<file path="src/rtl/playbus_pkg.sv">
// rtl/playbus_pkg.sv - shared constants and seven-segment glyph table
package playbus_pkg;

  localparam int unsigned BUS_WIDTH = 4;

  localparam logic [BUS_WIDTH-1:0] ROM_VALUE = 4'h5;

  // Active-high segments, bit6..bit0 = g,f,e,d,c,b,a; entry 15 listed first
  localparam logic [15:0][6:0] SEG_TABLE = {
    7'h71, 7'h79, 7'h5E, 7'h39, 7'h7C, 7'h77, 7'h6F, 7'h7F,
    7'h07, 7'h7D, 7'h6D, 7'h66, 7'h4F, 7'h5B, 7'h06, 7'h3F
  };

endpackage

</file>
<file path="src/rtl/playbus_0_if.sv">
// rtl/playbus_0_if.sv - bus enables, strobes and display outputs
interface playbus_0_if;
  import playbus_pkg::*;

  logic [BUS_WIDTH-1:0] sw0;
  logic                 SWBEN;
  logic                 RAMO;
  logic                 ROMO;
  logic                 RAMW;
  logic                 LEDLTCH;
  logic [6:0]           disp0;
  logic [6:0]           disp1;

  modport master (
    output sw0, SWBEN, RAMO, ROMO, RAMW, LEDLTCH,
    input  disp0, disp1
  );

  modport slave (
    input  sw0, SWBEN, RAMO, ROMO, RAMW, LEDLTCH,
    output disp0, disp1
  );

endinterface

</file>
<file path="src/rtl/hex_to_7seg.sv">
// rtl/hex_to_7seg.sv - combinational hex digit to seven-segment decoder
module hex_to_7seg
  import playbus_pkg::*;
(
  input  logic [3:0] value,
  output logic [6:0] seg
);

  assign seg = SEG_TABLE[value];

endmodule

</file>
<file path="src/rtl/playbus_0.sv">
// rtl/playbus_0.sv - 4-bit shared bus with switch, RAM, ROM, LED latch and displays
module playbus_0
  import playbus_pkg::*;
(
  input logic         n_clk,
  input logic         reset,
  playbus_0_if.slave  pb
);

  logic [BUS_WIDTH-1:0] data_bus;
  logic [BUS_WIDTH-1:0] ram_word;
  logic [BUS_WIDTH-1:0] led_latch;

  // Resolve the bus: switches win over RAM, RAM over ROM, idle bus reads zero
  always_comb begin
    data_bus = '0;
    if (pb.SWBEN)
      data_bus = pb.sw0;
    else if (pb.RAMO)
      data_bus = ram_word;
    else if (pb.ROMO)
      data_bus = ROM_VALUE;
  end

  // RAM and LED latch sample the pre-edge bus on the falling clock edge
  always_ff @(negedge n_clk) begin
    if (reset) begin
      ram_word  <= '0;
      led_latch <= '0;
    end else begin
      if (pb.RAMW)
        ram_word <= data_bus;
      if (pb.LEDLTCH)
        led_latch <= data_bus;
    end
  end

  hex_to_7seg u_seg_latch (
    .value (led_latch),
    .seg   (pb.disp0)
  );

  hex_to_7seg u_seg_bus (
    .value (data_bus),
    .seg   (pb.disp1)
  );

endmodule

</file>
<file path="src/flat_wrapper.sv">
// flat-port wrapper written by rule: the top's interface ports become plain ports
module playbus_0_flat import playbus_pkg::*;
  (n_clk, reset, pb_sw0, pb_SWBEN, pb_RAMO, pb_ROMO, pb_RAMW, pb_LEDLTCH, pb_disp0, pb_disp1);
  playbus_0_if pb_i ();
  input logic n_clk;
  input logic reset;
  input wire logic [$bits(pb_i.sw0)-1:0] pb_sw0;
  input wire logic [$bits(pb_i.SWBEN)-1:0] pb_SWBEN;
  input wire logic [$bits(pb_i.RAMO)-1:0] pb_RAMO;
  input wire logic [$bits(pb_i.ROMO)-1:0] pb_ROMO;
  input wire logic [$bits(pb_i.RAMW)-1:0] pb_RAMW;
  input wire logic [$bits(pb_i.LEDLTCH)-1:0] pb_LEDLTCH;
  output wire logic [$bits(pb_i.disp0)-1:0] pb_disp0;
  output wire logic [$bits(pb_i.disp1)-1:0] pb_disp1;
  assign pb_i.sw0 = pb_sw0;
  assign pb_i.SWBEN = pb_SWBEN;
  assign pb_i.RAMO = pb_RAMO;
  assign pb_i.ROMO = pb_ROMO;
  assign pb_i.RAMW = pb_RAMW;
  assign pb_i.LEDLTCH = pb_LEDLTCH;
  assign pb_disp0 = pb_i.disp0;
  assign pb_disp1 = pb_i.disp1;
  playbus_0 u_core (.n_clk(n_clk), .reset(reset), .pb(pb_i));
endmodule
</file>
<file path="config.mk">
export PLATFORM = sky130hd
export DESIGN_NAME = playbus_0_flat
export DESIGN_NICKNAME = d
export VERILOG_FILES = /design/src/rtl/playbus_pkg.sv /design/src/rtl/playbus_0_if.sv /design/src/rtl/hex_to_7seg.sv /design/src/rtl/playbus_0.sv /design/src/flat_wrapper.sv
export SDC_FILE = /design/constraint.sdc
export NUM_CORES = 1
export LEC_CHECK = 0
export BUFFER_PORTS_ARGS = -buffer_cell sky130_fd_sc_hd__buf_2
export CORE_UTILIZATION = 54
export CTS_CLUSTER_SIZE = 40
export DETAILED_ROUTE_END_ITERATION = 7
export GPL_TIMING_DRIVEN = 0
export PLACE_DENSITY = 0.84
export SLEW_MARGIN = 30
export SYNTH_ARGS = -nofsm -noshare
export SYNTH_HDL_FRONTEND = slang
export SYNTH_SLANG_ARGS = --single-unit
export TNS_END_PERCENT = 30
</file>
<file path="constraint.sdc">
create_clock -name n_clk -period 2.65 [get_ports n_clk]
set_clock_uncertainty 0.1 [all_clocks]
set_input_delay 0.1325 -clock n_clk [delete_from_list [all_inputs] [get_ports n_clk]]
set_output_delay 0.1325 -clock n_clk [all_outputs]
set_load 0.03 [all_outputs]
</file>
==> results.tsv <==
stage	metric	value	unit
yosys	number of synthesized flops with an enable pin	0	
timing	Worst Tran Pin Value	0.5391	ns
routing	Via-to-Cell Ratio	6.730	
finish	multi-input logic area	1050	µm²
die	starting density of the core	0.5953	
critical_path	crit-path max FO	10	
yosys	Post-Syn Instances	145	
yosys	post-synthesis adder-cell area fraction	0.1455	
clock_network	clk root buf	clkbuf_4	
critical_path	Critical Path AT	3.22	ns
finish	final core utilization	0.9115	
critical_path	slowest CP cell	dfxtp_1	
yosys	main combinational cell family by area after synthesis	simple AND/OR/NAND/NOR gates	
timing	setup TNS	-8.147	ns
power_and_ir_drop	clock network power share	0.357	
power_and_ir_drop	PwrDens	528.3	nW/µm²
clock_network	Num CTS Buffers	3	
finish	share of post-route cells with drive strength above 1	0.4975	
clock_network	Skew-Pair Late Insertion Delay	0.38	ns
timing	Rel. slew slack	0.6406	
routing	drt drc	0	
placement	dpl cell area	1448	µm²
power_and_ir_drop	sw power	0.0003952	W
timing	count of final setup violators	14	
die	Die Span Y	49.21	µm
critical_path	FF-to-FF End	pb_disp0[0]	
global_routing	GRT Overall Usage	0.3196	
global_routing	largest net degree at the start of global routing	11	
yosys	Post-synth ARST share	0	
min_path	min-delay worst type	flop to flop	
power_and_ir_drop	Gate power share	0.380	
yosys	mean post-synth cell area	8.301	µm²
routing	drt total wl	4.469	mm
finish	register area	304.0	µm²
global_routing	global-route wire length before repair	5.865	mm
routing	via count	1521	
placement	DP Worst Slack	-0.8417	ns
critical_path	R2R setup slack	0.24	ns
timing	final setup margin	-0.7985	ns
yosys	Netlist cell types	45	
timing	count of pins over their slew limit	0	
routing	Detail Route Antenna Nets	0	
yosys	Synth warnings	0	
clock_network	CTS tree	done	
yosys	sequential share of the synthesized area	0.2495	
power_and_ir_drop	Cell Int Power	0.0005785	W
yosys	post-synthesis mux area share	0.09979	
power_and_ir_drop	Sw Ratio	0.4059	
placement	Port Buffer Count	23	
critical_path	Setup Crit Path Kind	flop to output port	
yosys	post-synthesis xor/xnor area fraction	0	
clock_network	clk sinks	15	
finish	antenna diode count	0	
power_and_ir_drop	Sequential Power Share	0.264	
critical_path	FF-to-FF Start	u_core.ram_word[1]	
yosys	Cell Area, Synth	1204	µm²
die	core footprint	2022	µm²
routing	WL/cell	19.77	µm
finish	# fillers	78	
yosys	synth top area cells	dfxtp_1 (25%), ha_1 (15%), mux2i_1 (5.0%), nand2_1 (4.7%), a211oi_1 (4.4%)	
global_routing	met2 usage	0.5274	
routing	drt pass-1 iters	4	
finish	post-layout instance area	1843	µm²
global_routing	gr busiest metal	met2	
yosys	Mapped Nets	170	
power_and_ir_drop	Leakage	0.8368	nW
critical_path	CP cell instances	nand3b_1 -> and2_4 -> buf_4 -> nand2_2 -> nand2_2 -> a221oi_2 -> buf_4	
yosys	Synth Area in Simple Gates	0.2277	
die	die area	2422	µm²
clock_network	clock-pin slew on the worst setup and hold paths	0.06	ns
power_and_ir_drop	VDD IR-drop max	0.4408	mV
global_routing	met1 Usage GRT	0.3581	
placement	Post-DP HPWL	2.101	mm
min_path	hold path depth	3	
critical_path	startpoint class of the critical path	flop	
critical_path	Worst path max stage delay	0.34	ns
finish	Synth-to-Final Area Change	53.12	%
die	die width	49.21	µm
routing	Initial DRC Count	68	
timing	final hold violation count	0	
yosys	Compound-Gate Fraction of Synth Area	0.2058	
timing	RSZ-0062 raised after global routing	yes	
global_routing	vias in the first global route	1305	
min_path	Worst Hold Launch	u_core.ram_word[2]	
critical_path	CP Capture Type	output port	
min_path	hold path endpoint	u_core.ram_word[2]	
yosys	register bit count reported by yosys	15	
finish	fin nets	225	
clock_network	clock tree buffer depth	2	
yosys	post-synth top area share	0.2495	
placement	Placer Congestion	0.8056	
critical_path	R2R depth	12	
global_routing	grt met3 use	0.1121	
global_routing	antenna violations before repair	0	
status	status	finished with violations	
critical_path	WP data required	2.42	ns
global_routing	GRT Residual Overflow	0	
yosys	ys flop type	dfxtp_1	
clock_network	H-tree levels	1	
die	Top Ports	25	
status	failing checks	negative setup slack	
power_and_ir_drop	total power	0.0009737	W
run	Max-cap violations	0	
yosys	Synth area leader	dfxtp_1	
die	std cell rows	16	
-- layer usage --
| layer | vias up | share of wire |
|---|---|---|
| met1 | 722 | 0.37 |
| met3 | 41 | 0.098 |
| met5 | - | 0 |
| li1 | 633 | - |
| met2 | 125 | 0.46 |
| met4 | 0 | 0.066 |
-- Yosys cell counts, types with 2 or more instances --
cell type / n
inv_1: 11
o21a_1: 2
buf_2: 3
dfxtp_1: 15
buf_6: 2
clkbuf_1: 2
a31oi_1: 3
and3_1: 2
or2_2: 2
nor2_1: 14
ha_1: 14
nor3_1: 4
o221ai_1: 2
mux2i_1: 6
o21ai_0: 3
nand2_1: 15
nor3_2: 2
nor2b_1: 2
a211oi_1: 7
o22a_1: 2
a21oi_1: 8
-- cell type report --
| class | count | area share |
|---|---|---|
| clock inverters | 16 | 0.04684 |
| clock buffers | 3 | 0.01222 |
| repair buffers | 36 | 0.1337 |
| well taps | 27 | 0.01833 |
| plain buffers | 7 | 0.03123 |
| multi-input cells | 112 | 0.5696 |
| inverters | 10 | 0.02308 |
| flip-flops and latches | 15 | 0.1650 |
-- power by group through the flow --
| stage | combinational, W | sequential [W] | clock, W |
|---|---|---|---|
| after floorplan | 0.000180 | 0.000282 | 0.0000370 |
| after global placement | 0.000260 | 0.000258 | 0.0000370 |
| after detailed placement | 0.000269 | 0.000258 | 0.0000370 |
| after CTS | 0.000316 | 0.000254 | 0.000333 |
| after global routing | 0.000386 | 0.000257 | 0.000375 |
| final | 0.000370 | 0.000257 | 0.000347 |
-- registers in the layout, indices dropped and copies added (netlist names) --
signal / cells
u_core.ram_word: 4
u_core.led_latch: 4
pb_disp0: 7
-- kinds of logic (layout without fill, tap and decap cells) --
kind of cell	count (synthesis)	in the layout
adders and majority gates	14	14
buffers and inverters	18	72
muxes	10	10
AOI/OAI and AO/OA	35	35
and+or+nand+nor	53	53
DFF	15	15
-- metrics by stage --
stage,hold slack [ns],cells
final,0.5122,226
after detailed placement,0.3928,195
after global placement,0.3732,195
after CTS,0.3984,223
after global routing,0.5360,226
after floorplan,0.3633,145
-- how the worst max path moves through the flow --
stage / to / from / slack (ns) / cells past startpoint
after floorplan: pb_disp0[0] / pb_RAMO / -0.49 / 11
after global placement: pb_disp0[0] / pb_RAMO / -0.80 / 12
after detailed placement: pb_disp0[0] / pb_RAMO / -0.84 / 12
after CTS: pb_disp1[0] / u_core.ram_word[2] / -0.73 / 6
after global routing: pb_disp1[0] / u_core.ram_word[3] / -0.85 / 7
final: pb_disp1[0] / u_core.ram_word[3] / -0.80 / 7
-- critical path, delay by kind of cell (launching register included) --
kind / cells / cell delay (ns)
flip-flops: 1 / 0.34
AO/OA/AOI/OAI: 1 / 0.23
AND/OR/NAND/NOR: 4 / 0.55
buffers and inverters: 2 / 0.38
-- layout by cell type (no fill, tap or decap), types with 3 or more instances in the layout --
cell type  Yosys  routed
a211oi_1       7       6
a21oi_2        0       6
buf_2          3      18
buf_4          0      15
buf_6          2       7
clkbuf_4       0       3
dfxtp_1       15      12
dfxtp_2        0       3
ha_1          14       5
ha_2           0       3
ha_4           0       6
inv_1         11      19
inv_2          0       4
mux2i_1        6       4
nand2_1       15      10
nand2_2        1       5
nor2_1        14      13
o21ai_1        1       3
-- repair_timing --
| item | 4_1_cts | 5_1_grt |
|---|---|---|
| setup buffers | 10 | 3 |
| hold buffers | 0 | 0 |
| resized for setup | 30 | 25 |
| endpoints found under the setup margin | 14 | 14 |
| pin swaps | 7 | 10 |
No activity file was read; power rests on OpenSTA's default activity.
